**src/rtl/cpu_pkg.sv**
```systemverilog
// ============================================================================
// Module      : cpu_pkg
// Description : Shared widths and types for the moxie register file and its
//               write-side master.
// Revision    : 1.0 - initial release
// ============================================================================
`default_nettype none

package cpu_pkg;

  localparam int REG_IDX_W = 4;
  localparam int WORD_W    = 32;
  localparam int NUM_REGS  = 16;

  typedef logic [REG_IDX_W-1:0] reg_idx_t;
  typedef logic [WORD_W-1:0]    word_t;
  typedef logic [NUM_REGS-1:0]  reg_mask_t;

  typedef struct packed {
    reg_idx_t index;
    word_t    value;
  } wb_entry_t;

  // One-hot register mask, all-zero when en is low.
  function automatic reg_mask_t idx_onehot(input reg_idx_t idx, input logic en);
    reg_mask_t mask;
    mask = '0;
    if (en) mask[idx] = 1'b1;
    return mask;
  endfunction

endpackage

`default_nettype wire

```
**src/rtl/cpu_writeback_fifo.sv**
```systemverilog
// ============================================================================
// Module      : cpu_writeback_fifo
// Description : Load-return buffer of {index, value} entries; DEPTH must be a
//               power of two >= 2. Push is ignored when full.
// Revision    : 1.0 - initial release
// ============================================================================
`default_nettype none

module cpu_writeback_fifo
  import cpu_pkg::*;
#(
  parameter int DEPTH = 4
) (
  input  logic      clk,
  input  logic      rst_n,
  input  logic      i_push,
  input  wb_entry_t i_push_data,
  input  logic      i_pop,
  output wb_entry_t o_pop_data,
  output logic      o_full,
  output logic      o_empty
);

  localparam int c_PTR_W = $clog2(DEPTH);
  localparam int c_CNT_W = c_PTR_W + 1;
  localparam logic [c_CNT_W-1:0] c_DEPTH = c_CNT_W'(DEPTH);

  wb_entry_t          r_mem [DEPTH];
  logic [c_PTR_W-1:0] r_wr_ptr;
  logic [c_PTR_W-1:0] r_rd_ptr;
  logic [c_CNT_W-1:0] r_count;

  logic w_push;
  logic w_pop;

  assign o_full     = (r_count == c_DEPTH);
  assign o_empty    = (r_count == '0);
  assign w_push     = i_push && !o_full;
  assign w_pop      = i_pop && !o_empty;
  assign o_pop_data = r_mem[r_rd_ptr];

  // Pointers rely on power-of-two depth to wrap by natural overflow.
  always_ff @(posedge clk or negedge rst_n) begin
    if (!rst_n) begin
      r_wr_ptr <= '0;
      r_rd_ptr <= '0;
      r_count  <= '0;
    end else begin
      if (w_push) r_wr_ptr <= r_wr_ptr + 1'b1;
      if (w_pop)  r_rd_ptr <= r_rd_ptr + 1'b1;
      case ({w_push, w_pop})
        2'b10:   r_count <= r_count + 1'b1;
        2'b01:   r_count <= r_count - 1'b1;
        default: r_count <= r_count;
      endcase
    end
  end

  always_ff @(posedge clk) begin
    if (w_push) r_mem[r_wr_ptr] <= i_push_data;
  end

endmodule

`default_nettype wire

```
**src/rtl/cpu_writeback.sv**
```systemverilog
// ============================================================================
// Module      : cpu_writeback
// Description : Merges execute results and buffered load returns onto the
//               register file's single write port; tracks pending writes.
//               Optional forwarding enabled by macro CPU_WRITEBACK_FWD_EN.
// Revision    : 1.0 - initial release
// ============================================================================
`default_nettype none

module cpu_writeback
  import cpu_pkg::*;
#(
  parameter int FIFO_DEPTH = 4
) (
  input  logic                 clk_i,
  input  logic                 rst_i,
  input  logic                 ex_valid_i,
  input  logic [REG_IDX_W-1:0] ex_index_i,
  input  logic [WORD_W-1:0]    ex_value_i,
  input  logic                 mem_valid_i,
  input  logic [REG_IDX_W-1:0] mem_index_i,
  input  logic [WORD_W-1:0]    mem_value_i,
  output logic                 mem_ready_o,
  input  logic                 claim_valid_i,
  input  logic [REG_IDX_W-1:0] claim_index_i,
  output logic [NUM_REGS-1:0]  busy_o,
  output logic                 write_enable_o,
  output logic [REG_IDX_W-1:0] reg_write_index_o,
  output logic [WORD_W-1:0]    value_o,
  input  logic [REG_IDX_W-1:0] fwd_index_i,
  output logic                 fwd_hit_o,
  output logic [WORD_W-1:0]    fwd_value_o
);

  wb_entry_t w_push_data;
  wb_entry_t w_head;
  logic      w_fifo_full;
  logic      w_fifo_empty;
  logic      w_pop;
  logic      w_issue;
  reg_idx_t  w_issue_idx;
  word_t     w_issue_val;

  logic      r_we;
  reg_idx_t  r_idx;
  word_t     r_val;
  reg_mask_t r_busy;

  assign w_push_data = '{index: mem_index_i, value: mem_value_i};

  cpu_writeback_fifo #(
    .DEPTH (FIFO_DEPTH)
  ) u_fifo (
    .clk         (clk_i),
    .rst_n       (rst_i),
    .i_push      (mem_valid_i),
    .i_push_data (w_push_data),
    .i_pop       (w_pop),
    .o_pop_data  (w_head),
    .o_full      (w_fifo_full),
    .o_empty     (w_fifo_empty)
  );

  assign mem_ready_o = !w_fifo_full;

  // Execute always wins the port; loads only drain on idle execute cycles.
  assign w_pop       = !ex_valid_i && !w_fifo_empty;
  assign w_issue     = ex_valid_i || !w_fifo_empty;
  assign w_issue_idx = ex_valid_i ? ex_index_i : w_head.index;
  assign w_issue_val = ex_valid_i ? ex_value_i : w_head.value;

  always_ff @(posedge clk_i or negedge rst_i) begin
    if (!rst_i) begin
      r_we  <= 1'b0;
      r_idx <= '0;
      r_val <= '0;
    end else begin
      r_we <= w_issue;
      if (w_issue) begin
        r_idx <= w_issue_idx;
        r_val <= w_issue_val;
      end
    end
  end

  // Set after clear so a same-cycle claim of the issued register stays busy.
  always_ff @(posedge clk_i or negedge rst_i) begin
    if (!rst_i) begin
      r_busy <= '0;
    end else begin
      r_busy <= (r_busy & ~idx_onehot(w_issue_idx, w_issue))
              | idx_onehot(claim_index_i, claim_valid_i);
    end
  end

  assign write_enable_o    = r_we;
  assign reg_write_index_o = r_idx;
  assign value_o           = r_val;
  assign busy_o            = r_busy;

`ifdef CPU_WRITEBACK_FWD_EN
  logic w_fwd_hit;
  assign w_fwd_hit   = r_we && (r_idx == fwd_index_i);
  assign fwd_hit_o   = w_fwd_hit;
  assign fwd_value_o = w_fwd_hit ? r_val : '0;
`else
  logic w_unused_fwd;
  assign w_unused_fwd = ^fwd_index_i;
  assign fwd_hit_o    = 1'b0;
  assign fwd_value_o  = '0;
`endif

endmodule

`default_nettype wire
```
**config.mk**
```make
export PLATFORM = sky130hd
export DESIGN_NAME = cpu_writeback
export DESIGN_NICKNAME = d
export VERILOG_FILES = /design/src/rtl/cpu_pkg.sv /design/src/rtl/cpu_writeback_fifo.sv /design/src/rtl/cpu_writeback.sv
export SDC_FILE = /design/constraint.sdc
export NUM_CORES = 1
export LEC_CHECK = 0
export BUFFER_PORTS_ARGS = -buffer_cell sky130_fd_sc_hd__buf_2
export CORE_ASPECT_RATIO = 0.5
export CORE_UTILIZATION = 55
export DETAILED_ROUTE_END_ITERATION = 10
export PLACE_DENSITY = 0.8
export SLEW_MARGIN = 20
export SYNTH_ARGS = -nofsm -noshare
export SYNTH_HDL_FRONTEND = slang
export SYNTH_HIERARCHICAL = 1
export SYNTH_SLANG_ARGS = --single-unit
```
**constraint.sdc**
```tcl
create_clock -name clk_i -period 4 [get_ports clk_i]
set_clock_uncertainty 0.1 [all_clocks]
set_input_delay 0 -clock clk_i [delete_from_list [all_inputs] [get_ports clk_i]]
set_output_delay 0 -clock clk_i [all_outputs]
set_load 0.005 [all_outputs]
```
==> out/qor.csv <==
metric;value;unit
outcome;complete, but fails checks;
violations;negative hold slack;
nets;835;
yosys_most_used_dff;edfxtp_1;
rsz0062_at_grt;false;
slowest_delay;0.61;ns
wl;17.8;mm
grt_usage;0.232;
antenna-diode-count;0;
drive_gt1_frac;0.290;
ys_seq_area_frac;0.684;
start_util;0.577;
grt_start_max_net_pins;61;
synth_edf_count;144;
ys_ff_latch;204;
avgSynthCellArea;16.6;sq um
yosys_warnings;6;
h-tree-depth;1;
vias;5232;
drt_iter0_markers;311;
dp_hpwl;9.88;mm
crit_slowest_cell;mux4_2;
critPathKind;register to register;
max_freq;362;MHz
cp-start-kind;register;
cts_buffer_depth;3;
port_buffers;134;
num_rows;31;
drv_slew;0;
async_reset_ff_frac;0.294;
synthDistinctLibCells;42;
required;4.26;ns
first_pass_iters;5;
overflow;0;
coreArea;14800;sq um
die-area;16000;sq um
fin_crit;2.76;ns
vdd_ir_drop_max;319;uV
area_delta_synth_final;26.9;%
routedWlPerCell;18.6;microns
p_per_area;652;nW/um^2
synthCells;512;
cp_cell_sequence;mux4_2 > or4b_4 > a2bb2oi_1 > o32ai_1 > dlygate4sd3_1;
grt_pass1_wl;28.4;mm
avgViaCountPerCell;5.48;
globalplace.congestion;0.832;
die_width;178;microns
insertion_delay;0.48;ns
cts_made_buffers;18;
worst_pin_slew;1.07;ns
drc_errors;0;
cts_sinks;204;
syn_area;8520;sq um
fp.dieH;90.0;microns
setup_violations;0;
maxSlewHeadroom;0.287;
cts_root_buf;clkbuf_16;
grt_pass1_vias;5483;
clkTransAtPathRegs;0.07;ns
place_area;9180;sq um
crit_path_end_kind;register;
cts_tree;yes;
cts_resized;0;
drv_cap;0;
final_area;10800;sq um
post-route-period-util;0.690;
num_io_pins;172;
worst_ep_arrival_time;3.02;ns
fin_setup_tns;0;ns
ant_nets;0;
cp_max_fo;7;
hold_viol_final;38;
whs;-0.0430;ns
power.leakage;4.18;nW
hold_path_class;input pin to async pin;
worstRegToRegCells;5;
grt_antenna_before_repair;0;
-- synth_stat cells, drive strengths merged (2+ instances only) --
library cell  count  area, sq um
edfxtp          144         4320
nand3b            7         52.6
xor2              3         26.3
a22oi             9         72.6
o22ai            10         62.6
mux2              3         33.8
mux4             36          811
o2bb2ai           4         35.0
dfrtp            60         1500
nand3             3         15.0
inv              20         75.1
xnor2             3         26.3
o21ai            35          175
nor3b             4         35.0
o32ai             2         17.5
buf              50          400
a32o              4         40.0
nand2            39          146
ha                5         62.6
a2bb2oi           2         17.5
and2              4         25.0
nor3              4         20.0
nand4bb           2         22.5
or3b              3         26.3
or4b              3         37.5
mux2i            36          360
nor2              2         7.51
clkbuf            8         30.0
-- timing repair --
item / in CTS / in global routing
endpoints found under the hold margin: 237 / 0
buffers inserted: 0 / 0
hold buffers: 99 / 0
-- power by group --
| group | total [mW] | internal (mW) | switching (mW) |
|---|---|---|---|
| registers | 3.10 | 2.86 | 0.240 |
| logic | 2.09 | 1.03 | 1.06 |
| clock network | 1.85 | 1.12 | 0.737 |
-- per-layer routing --
layer,track usage,share of wire,vias up
met2,0.413,0.52,199
li1,-,-,2356
met4,0.0470,0.013,0
met3,0.0347,0.052,18
met1,0.303,0.41,2659
met5,0,0,-
-- cell usage in the layout, fill, tap and decap left out, types with 10 or more instances in the layout --
cell type,n
dfrtp_1,58
nand2_1,39
dlygate4sd3_1,99
mux2i_1,36
buf_2,133
clkbuf_16,19
conb_1,33
o21ai_0,35
o22ai_1,10
edfxtp_1,144
mux4_2,36
inv_1,20
-- kinds of logic (layout without fill, tap and decap cells) --
kind of cell	Yosys count	count (layout)	share of synthesized area
compound gates	68	68	0.0512
xor+xnor	6	6	0.00617
fa+ha+maj	6	6	0.00969
buf+inv	78	290	0.0593
flops	204	204	0.684
mux	75	75	0.141
other cells	1	33	0.000440
simple gates	74	74	0.0480
-- critical path: cells and delay by family (launching register included) --
| family | cells | cell delay, ns |
|---|---|---|
| muxes | 1 | 0.61 |
| buffers and inverters | 1 | 0.57 |
| and+or+nand+nor | 1 | 0.55 |
| DFF | 1 | 0.45 |
| AOI/OAI and AO/OA | 2 | 0.36 |
-- through the flow --
| stage | power, mW | hold WS (ns) | std cells | setup slack, ns | utilization |
|---|---|---|---|---|---|
| 6_report | 7.05 | -0.0430 | 954 | 1.24 | 0.732 |
| 5_1_grt | 7.41 | 0.00224 | 954 | 1.08 | 0.732 |
| 4_1_cts | 7.07 | 0.00349 | 954 | 1.26 | 0.732 |
| 3_5_place_dp | 5.10 | 0.114 | 823 | 1.71 | 0.621 |
| 3_3_place_gp | 5.01 | 0.0996 | 823 | 1.79 | 0.621 |
| 2_1_floorplan | 4.53 | -0.396 | 544 | 1.62 | - |
-- state kept, by name, indices dropped and copies added, names as in the netlist --
register           count
write_enable_o         1
u_fifo/r_rd_ptr        2
value_o               32
u_fifo/r_count         3
u_fifo/r_wr_ptr        2
u_fifo/r_mem         144
reg_write_index_o      4
busy_o                16
-- final timing paths --
| kind | start | end | slack [ns] |
|---|---|---|---|
| worst max-delay path | u_fifo/r_rd_ptr[0]$_DFFE_PN0P_ | busy_o[8]$_DFF_PN0_ | 1.24 |
| worst min-delay path | rst_i | busy_o[6]$_DFF_PN0_ | -0.04 |
| worst max register to register | u_fifo/r_rd_ptr[0]$_DFFE_PN0P_ | busy_o[8]$_DFF_PN0_ | 1.24 |
| worst min register to register | busy_o[12]$_DFF_PN0_ | busy_o[12]$_DFF_PN0_ | 0.39 |
| max in group asynchronous | rst_i | value_o[14]$_DFFE_PN0P_ | 3.07 |
| min in group clk_i | ex_valid_i | value_o[26]$_DFFE_PN0P_ | 0.01 |
-- cell type report --
cell class | instances | area (sq um)
timing repair buffer | 238 | 1700
clock inverter | 8 | 116
clock buffer | 24 | 524
inverter | 20 | 75.1
sequential | 204 | 5830
fill | 889 | 3970
tap | 198 | 248
multi-input combinational | 262 | 2320
Note: power is estimated with default switching activity, not from simulation.
